<file path="src/rtl/instr_issue_unit_if.sv">
// Fetch/issue bus between the issue unit, its instruction ROM,
// the branch-resolution logic and the control-unit decoder.
interface instr_issue_unit_if #(
  parameter int PC_W = 8,
  parameter int IW   = 16
);
  logic [PC_W-1:0] imem_addr;
  logic [IW-1:0]   imem_rdata;
  logic            hold_in;
  logic            redirect_valid;
  logic [PC_W-1:0] redirect_pc;
  logic [3:0]      Opcode;
  logic [3:0]      FunctCode;
  logic [IW-1:0]   instr_out;
  logic            issue_valid;
  logic [PC_W-1:0] issue_pc;
  logic            halted;

  modport master (
    output imem_addr,
    input  imem_rdata,
    input  hold_in,
    input  redirect_valid,
    input  redirect_pc,
    output Opcode,
    output FunctCode,
    output instr_out,
    output issue_valid,
    output issue_pc,
    output halted
  );

  modport slave (
    input  imem_addr,
    output imem_rdata,
    output hold_in,
    output redirect_valid,
    output redirect_pc,
    input  Opcode,
    input  FunctCode,
    input  instr_out,
    input  issue_valid,
    input  issue_pc,
    input  halted
  );
endinterface

</file>
<file path="src/rtl/instr_issue_unit.sv">
// Fetch/issue sequencer: one instruction per cycle from an async-read ROM,
// with program stalls, halt, branch/jump redirect and downstream hold.
module instr_issue_unit #(
  parameter int PC_W = 8,
  parameter int IW   = 16
) (
  input  logic                clk,
  input  logic                rst_n,
  instr_issue_unit_if.master  io_bus
);

  typedef enum logic [1:0] {
    ST_RUN   = 2'd0,
    ST_PAUSE = 2'd1,
    ST_HALT  = 2'd2
  } state_t;

  localparam logic [3:0] OP_STALL = 4'b0111;
  localparam logic [3:0] OP_HALT  = 4'b1111;

  state_t          r_state;
  logic [PC_W-1:0] r_pc;
  logic [PC_W-1:0] r_issue_pc;
  logic [IW-1:0]   r_ir;
  logic            r_issue_valid;
  logic            r_halted;
  logic [3:0]      r_pause_cnt;

  logic [3:0]      w_fetch_op;
  logic [3:0]      w_fetch_n;

  assign w_fetch_op = io_bus.imem_rdata[IW-1:IW-4];
  assign w_fetch_n  = io_bus.imem_rdata[3:0];

  // Sequencer: priority is halt > redirect > hold > normal fetch/pause.
  always_ff @(posedge clk or negedge rst_n) begin
    if (!rst_n) begin
      r_state       <= ST_RUN;
      r_pc          <= '0;
      r_issue_pc    <= '0;
      r_ir          <= '0;
      r_issue_valid <= 1'b0;
      r_halted      <= 1'b0;
      r_pause_cnt   <= 4'd0;
    end else begin
      case (r_state)
        ST_HALT: begin
          r_issue_valid <= 1'b0;
        end
        ST_RUN, ST_PAUSE: begin
          if (io_bus.redirect_valid) begin
            // Whatever the ROM shows this cycle belongs to the wrong path.
            r_pc          <= io_bus.redirect_pc;
            r_ir          <= '0;
            r_issue_valid <= 1'b0;
            r_pause_cnt   <= 4'd0;
            r_state       <= ST_RUN;
          end else if (io_bus.hold_in) begin
            r_state <= r_state;
          end else if (r_state == ST_RUN) begin
            r_ir          <= io_bus.imem_rdata;
            r_issue_pc    <= r_pc;
            r_issue_valid <= 1'b1;
            r_pc          <= r_pc + {{(PC_W-1){1'b0}}, 1'b1};
            if (w_fetch_op == OP_HALT) begin
              r_state  <= ST_HALT;
              r_halted <= 1'b1;
            end else if ((w_fetch_op == OP_STALL) && (w_fetch_n != 4'd0)) begin
              r_state     <= ST_PAUSE;
              r_pause_cnt <= w_fetch_n;
            end else begin
              r_state <= ST_RUN;
            end
          end else begin
            r_issue_valid <= 1'b0;
            r_pause_cnt   <= r_pause_cnt - 4'd1;
            if (r_pause_cnt == 4'd1) begin
              r_state <= ST_RUN;
            end else begin
              r_state <= ST_PAUSE;
            end
          end
        end
        default: begin
          r_state       <= ST_RUN;
          r_issue_valid <= 1'b0;
        end
      endcase
    end
  end

  assign io_bus.imem_addr   = r_pc;
  assign io_bus.Opcode      = r_issue_valid ? r_ir[IW-1:IW-4] : OP_STALL;
  assign io_bus.FunctCode   = r_issue_valid ? r_ir[3:0] : 4'b0000;
  assign io_bus.instr_out   = r_issue_valid ? r_ir : {IW{1'b0}};
  assign io_bus.issue_valid = r_issue_valid;
  assign io_bus.issue_pc    = r_issue_pc;
  assign io_bus.halted      = r_halted;

endmodule

</file>
<file path="src/flat_wrapper.sv">
// flat-port wrapper written by rule: the top's interface ports become plain ports
module instr_issue_unit_flat 
#(
  parameter int PC_W = 8,
  parameter int IW   = 16
)
  (clk, rst_n, io_bus_imem_addr, io_bus_imem_rdata, io_bus_hold_in, io_bus_redirect_valid, io_bus_redirect_pc, io_bus_Opcode, io_bus_FunctCode, io_bus_instr_out, io_bus_issue_valid, io_bus_issue_pc, io_bus_halted);
  instr_issue_unit_if #(.PC_W(PC_W), .IW(IW)) io_bus_i ();
  input  logic clk;
  input  logic rst_n;
  output wire logic [$bits(io_bus_i.imem_addr)-1:0] io_bus_imem_addr;
  input wire logic [$bits(io_bus_i.imem_rdata)-1:0] io_bus_imem_rdata;
  input wire logic [$bits(io_bus_i.hold_in)-1:0] io_bus_hold_in;
  input wire logic [$bits(io_bus_i.redirect_valid)-1:0] io_bus_redirect_valid;
  input wire logic [$bits(io_bus_i.redirect_pc)-1:0] io_bus_redirect_pc;
  output wire logic [$bits(io_bus_i.Opcode)-1:0] io_bus_Opcode;
  output wire logic [$bits(io_bus_i.FunctCode)-1:0] io_bus_FunctCode;
  output wire logic [$bits(io_bus_i.instr_out)-1:0] io_bus_instr_out;
  output wire logic [$bits(io_bus_i.issue_valid)-1:0] io_bus_issue_valid;
  output wire logic [$bits(io_bus_i.issue_pc)-1:0] io_bus_issue_pc;
  output wire logic [$bits(io_bus_i.halted)-1:0] io_bus_halted;
  assign io_bus_imem_addr = io_bus_i.imem_addr;
  assign io_bus_i.imem_rdata = io_bus_imem_rdata;
  assign io_bus_i.hold_in = io_bus_hold_in;
  assign io_bus_i.redirect_valid = io_bus_redirect_valid;
  assign io_bus_i.redirect_pc = io_bus_redirect_pc;
  assign io_bus_Opcode = io_bus_i.Opcode;
  assign io_bus_FunctCode = io_bus_i.FunctCode;
  assign io_bus_instr_out = io_bus_i.instr_out;
  assign io_bus_issue_valid = io_bus_i.issue_valid;
  assign io_bus_issue_pc = io_bus_i.issue_pc;
  assign io_bus_halted = io_bus_i.halted;
  instr_issue_unit #(.PC_W(PC_W), .IW(IW)) u_core (.clk(clk), .rst_n(rst_n), .io_bus(io_bus_i));
endmodule
</file>
<file path="config.mk">
export PLATFORM = sky130hd
export DESIGN_NAME = instr_issue_unit_flat
export DESIGN_NICKNAME = d
export VERILOG_FILES = /design/src/rtl/instr_issue_unit_if.sv /design/src/rtl/instr_issue_unit.sv /design/src/flat_wrapper.sv
export SDC_FILE = /design/constraint.sdc
export NUM_CORES = 1
export LEC_CHECK = 0
export BUFFER_PORTS_ARGS = -buffer_cell sky130_fd_sc_hd__buf_4
export CAP_MARGIN = 20
export CORE_MARGIN = 2
export CORE_UTILIZATION = 50
export CTS_CLUSTER_SIZE = 20
export DETAILED_ROUTE_END_ITERATION = 8
export HOLD_SLACK_MARGIN = 0.03
export PLACE_DENSITY = 0.79
export SLEW_MARGIN = 20
export SYNTH_ARGS = -nofsm -noshare
export SYNTH_HDL_FRONTEND = slang
export SYNTH_SLANG_ARGS = --single-unit
</file>
<file path="constraint.sdc">
create_clock -name clk -period 1.8 [get_ports clk]
set_input_delay 0.45 -clock clk [delete_from_list [all_inputs] [get_ports clk]]
set_output_delay 0.45 -clock clk [all_outputs]
set_load 0.02 [all_outputs]
</file>
-- Yosys cells after proc, flatten, opt, wreduce, memory -nomap -nowiden
Index checks and enable logic that the tools add are counted.
- flip-flop bits (word level): 40
- bits of input ports: 28
- output and inout bits: 42
- logic and storage cells: 56
- $add $sub $neg: 2
- eq/ne operators: 9
- multiplexer cells: 25
- bitwise operators: 3
- reduce and logical (&&, ||, !) cells: 10
- operators by type and width (kind ; count):
    16-bit 2-to-1 mux ; 4
    4-bit 2-to-1 mux ; 7
    8-bit 2-to-1 mux ; 3
    3-bit inequality test, second input constant ; 3
    8-bit by 1-bit adder with 8-bit output, second input constant ; 1
    2-bit 2-to-1 mux ; 4
    4-bit AND reduction ; 2
    1-bit 2-to-1 mux ; 6
    5-bit AND reduction ; 1
    4-bit by 1-bit equality test with 1-bit output, second input constant ; 1
    4-bit by 3-bit equality test with 1-bit output, second input constant ; 1
    4-bit equality test, second input constant ; 1
    2-bit one-hot mux with 2 select lines ; 1
    4-bit nonzero test ; 1
    4-bit by 1-bit subtractor with 4-bit output, second input constant ; 1
    1-bit inverter ; 3
    3-bit AND reduction ; 1
    2-bit by 1-bit equality test with 1-bit output, second input constant ; 1
    2-bit equality test, second input constant ; 1
    2-bit logical NOT ; 1
    2-bit by 1-bit inequality test with 1-bit output, second input constant ; 1
    2-bit AND reduction ; 1
    2-bit nonzero test ; 1
    2-bit OR reduction ; 1
    1-bit logical AND ; 1

-- Depth between registers and ports, before layout
- word-level depth: 8
- gate-level depth with buffers: 6
- depth with buffers taken out: 6

-- Worst setup path after synthesis
Ideal clock, no wire load.
- path type: reg2out
- start point: reg u_core.r_issue_valid, in the netlist u_core.io_bus.issue_valid
- end point: out io_bus_instr_out[15]
- data arrival time: 1.159 ns
- required time: 1.350 ns
- slack: 0.191 ns
- cell stages (with the launch flop): 4
- cells stage by stage: dfrtp_1 > clkbuf_1 > and2_1 > buf_4
- word-level cells in the longest chain between the ends: 1
- RTL lines (item ; RTL line ; RTL):
    start: declaration ; instr_issue_unit.sv:25 ; logic r_issue_valid;
    start signal: assignment ; instr_issue_unit.sv:42 ; r_issue_valid <= 1'b0;
    start signal: assignment ; instr_issue_unit.sv:48 ; r_issue_valid <= 1'b0;
    start signal: assignment ; instr_issue_unit.sv:55 ; r_issue_valid <= 1'b0;
    16-bit 2-to-1 mux ; instr_issue_unit.sv:95 ; assign io_bus.instr_out = r_issue_valid ? r_ir : {IW{1'b0}};
    end: declaration ; flat_wrapper.sv:18 ; output wire logic [$bits(io_bus_i.instr_out)-1:0] io_bus_instr_out;
Every way passes these cells.

-- Worst setup path in the final report
- start point: reg u_core.r_issue_valid, in the netlist u_core.io_bus.issue_valid
- end point: out io_bus_FunctCode[2]
- word-level cells in the longest chain between the ends: 1
- RTL lines (item ; RTL line ; RTL):
    4-bit 2-to-1 mux ; instr_issue_unit.sv:94 ; assign io_bus.FunctCode = r_issue_valid ? r_ir[3:0] : 4'b0000;
    end: declaration ; flat_wrapper.sv:17 ; output wire logic [$bits(io_bus_i.FunctCode)-1:0] io_bus_FunctCode;
Every way passes these cells.

==> run_results.csv <==
group,metric,value,unit
routing,drc,0,
routing,vias_per_cell,5.541,
global_routing,gr-usage-all-layers,22.40,%
synthesis,ys_top_cells_by_count,"dfrtp_1, nand2_1, o21ai_0",
clock_tree,htree_levels,2,
synthesis,ys_ff_latch,40,
setup_path,cp-start-kind,"flip-flop",
run_status,status,"completed",
clock_tree,postCtsResizedCells,0,
routing,totalWireLength,5071,um
setup_path,required,1.35,ns
setup_path,reg2reg_from,"u_core.io_bus.imem_addr[2]$_DFFE_PN0P_",
clock_tree,worstSkewPairLatency,0.30,ns
layout,nFillCells,345,
synthesis,ys.warnings.count,0,
layout,seqCellArea,1001,um2
sta,min_period_over_period,92.66,%
setup_path,regToRegSetupSlack,0.31,ns
placement,numPortBuffers,69,
sta,max_slew_margin,65.75,%
synthesis,synth_top_family_by_area,"simple AND/OR/NAND/NOR gates",
power,p_int,2.023,mW
setup_path,startpoint,"u_core.io_bus.issue_valid$_DFFE_PN0P_",
synthesis,synthAdderAreaFrac,1.769,%
layout,diodes,0,
synthesis,async_flop_share,100.0,%
sta,worst_pin_slew,0.5137,ns
synthesis,synthMuxAreaShare,4.717,%
sta,finalSetupViolCount,0,
power,comb_power_share,39.7,%
clock_tree,cts.path.max_buffers,2,
layout,multi_input_area,992.2,um2
floorplan,die_area,4781,um2
synthesis,synth-edff-count,0,
routing,wl_per_cell,14.91,um
synthesis,synth.area.top_cells,"dfrtp_1, o21ai_0, nand2_1",
power,switching_power,1.220,mW
global_routing,grt-ovfl-total,0,
placement,dp_hpwl,3662,um
global_routing,grt_pass1_vias,1854,
layout,layout.nets,321,
power,pwr-share-seq,42.9,%
synthesis,synth_seq_area_share,47.17,%
clock_tree,cts_buffers,5,
floorplan,die_x,69.15,um
routing,drtIter0Drc,105,
floorplan,core,4029,um2
synthesis,yosys.area.top_type_share,47.17,%
setup_path,reg2reg_depth,4,
floorplan,ios,70,
setup_path,cp.arrival,1.22,ns
global_routing,antenna_found_initial,0,
synthesis,synth_compound_area_share,18.81,%
power,clkPwrFrac,17.4,%
power,leakagePower,1.320,nW
setup_path,end_kind,"output port",
power,powerDensity,1180,nW/um2
global_routing,grt_pass1_wl,8556,um
power,swShare,37.61,%
run,maxCapViolations,0,
placement,place_congestion,0.9366,
clock_tree,ctsRootBufferMaster,"clkbuf_8",
routing,vias,1884,
synthesis,synth-simple-area-share,21.17,%
floorplan,initial_core_util,52.67,%
clock_tree,cts_tree,"done",
synthesis,syn_inst,224,
synthesis,synth-xor-area-share,0,%
layout,final_util,68.23,%
layout,drive_above_1_share,34.83,%
clock_tree,cts_setup_buffers,0,
synthesis,syn-num-nets,255,
clock_tree,clk_pin_slew,0.07,ns
synthesis,synth_ff_type,"dfrtp_1",
floorplan,core.rowCount,23,
synthesis,syn_area,2122,um2
global_routing,grt_max_degree,41,
synthesis,synth.most_common_cell,"dfrtp_1",
sta,rsz0062_at_grt,"false",
clock_tree,hold_buffers,0,
synthesis,synth_top_area_cell,"dfrtp_1",
setup_path,crit_end,"io_bus_FunctCode[2]",
setup_path,crit_fanout,20,
sta,fin_crit,1.668,ns
setup_path,reg2reg_to,"u_core.io_bus.imem_addr[7]$_DFFE_PN0P_",
sta,fin_worst_skew,0.006006,ns
hold_path,hold_class,"input pin to async pin",
sta,hold_viol,0,
routing,drt-pass1-iter-count,4,
floorplan,die_y,69.15,um
synthesis,synth_area_per_cell,9.473,um2
layout,syn2layout_area_growth,29.54,%
sta,setup_tns,0,ns
sta,clock.fmax,599.5,MHz
synthesis,synth.distinct_cells,49,
routing,antenna_left,0,
clock_tree,cts_num_sinks,40,
power,ir_worst_vdd,758.1,uV
setup_path,critical_path_class,"flip-flop to output port",
sta,drv_slew,0,
## area by class of cell
| cell class | instances | area share (%) |
|---|---|---|
| Tap cell | 50 | 2.276 |
| Multi-Input combinational cell | 158 | 36.09 |
| Sequential cell | 40 | 36.41 |
| Timing Repair Buffer | 79 | 21.57 |
| Inverter | 6 | 0.8193 |
| Clock buffer | 6 | 2.640 |
| Clock inverter | 1 | 0.1821 |
## worst max-delay path, stage by stage, from the launching register on
cell and delay, ns:
dfrtp_1 0.38, buf_4 0.19, and2_1 0.19, buf_4 0.16
## metal layers
metal / global-route usage (%) / vias up / share of wire, %
met5: 0 / - / 0
met4: 9.150 / 0 / 1.6
li1: - / 912 / -
met1: 26.76 / 899 / 42
met2: 37.29 / 69 / 49
met3: 7.164 / 4 / 7.2
## cell families after synthesis
logic type | count (synthesis)
flops | 40
mux | 9
fa+ha+maj | 3
simple gates | 87
buf+inv | 26
compound gates | 59
## state kept, by name, indices dropped and copies added (netlist names)
name / count
u_core.r_ir: 16
u_core.io_bus.imem_addr: 8
u_core.io_bus.issue_pc: 8
u_core.r_state: 2
u_core.r_pause_cnt: 4
u_core.io_bus.halted: 1
u_core.io_bus.issue_valid: 1
## how the worst min path moves through the flow
stage / startpoint / end / slack, ns / cells after the start
5_1_grt: rst_n / u_core.io_bus.imem_addr[2]$_DFFE_PN0P_ / 0.16 / 1
3_5_place_dp: rst_n / u_core.r_ir[12]$_DFFE_PN0P_ / 0.46 / 1
6_report: rst_n / u_core.r_pause_cnt[3]$_DFFE_PN0P_ / 0.13 / 1
3_3_place_gp: rst_n / u_core.r_ir[11]$_DFFE_PN0P_ / 0.45 / 1
2_1_floorplan: rst_n / u_core.io_bus.halted$_DFFE_PN0P_ / 0.15 / 0
4_1_cts: rst_n / u_core.io_bus.issue_valid$_DFFE_PN0P_ / 0.14 / 1
## cell usage in the layout (no fill, tap or decap), drive strengths merged, types with 6 or more instances in the layout
| master | count |
|---|---|
| nor3 | 6 |
| inv | 6 |
| dfrtp | 40 |
| mux2 | 8 |
| and2 | 17 |
| o21ai | 24 |
| a21oi | 10 |
| nand2 | 32 |
| nor2 | 12 |
| buf | 79 |
| clkbuf | 6 |
## power by group through the flow
stage,clock network (mW),logic [mW],registers [mW]
after CTS,0.583,1.30,1.39
after floorplan,0,0.589,1.55
final,0.563,1.29,1.39
after global placement,0,1.26,1.39
after global routing,0.620,1.40,1.43
after detailed placement,0,1.30,1.40
## through the flow
| stage | hold WS [ns] | instances | instance area, um2 | setup slack, ns | power [mW] |
|---|---|---|---|---|---|
| floorplan | 0.1544 | 224 | 2122 | 0.1907 | 2.143 |
| global placement | 0.4544 | 333 | 2671 | 0.1435 | 2.659 |
| detailed placement | 0.4611 | 333 | 2671 | 0.1185 | 2.702 |
| CTS | 0.1385 | 340 | 2749 | 0.1097 | 3.275 |
| global route | 0.1631 | 340 | 2749 | 0.05406 | 3.452 |
| finish | 0.1308 | 340 | 2749 | 0.1320 | 3.242 |
(Power assumes the default switching activity.)
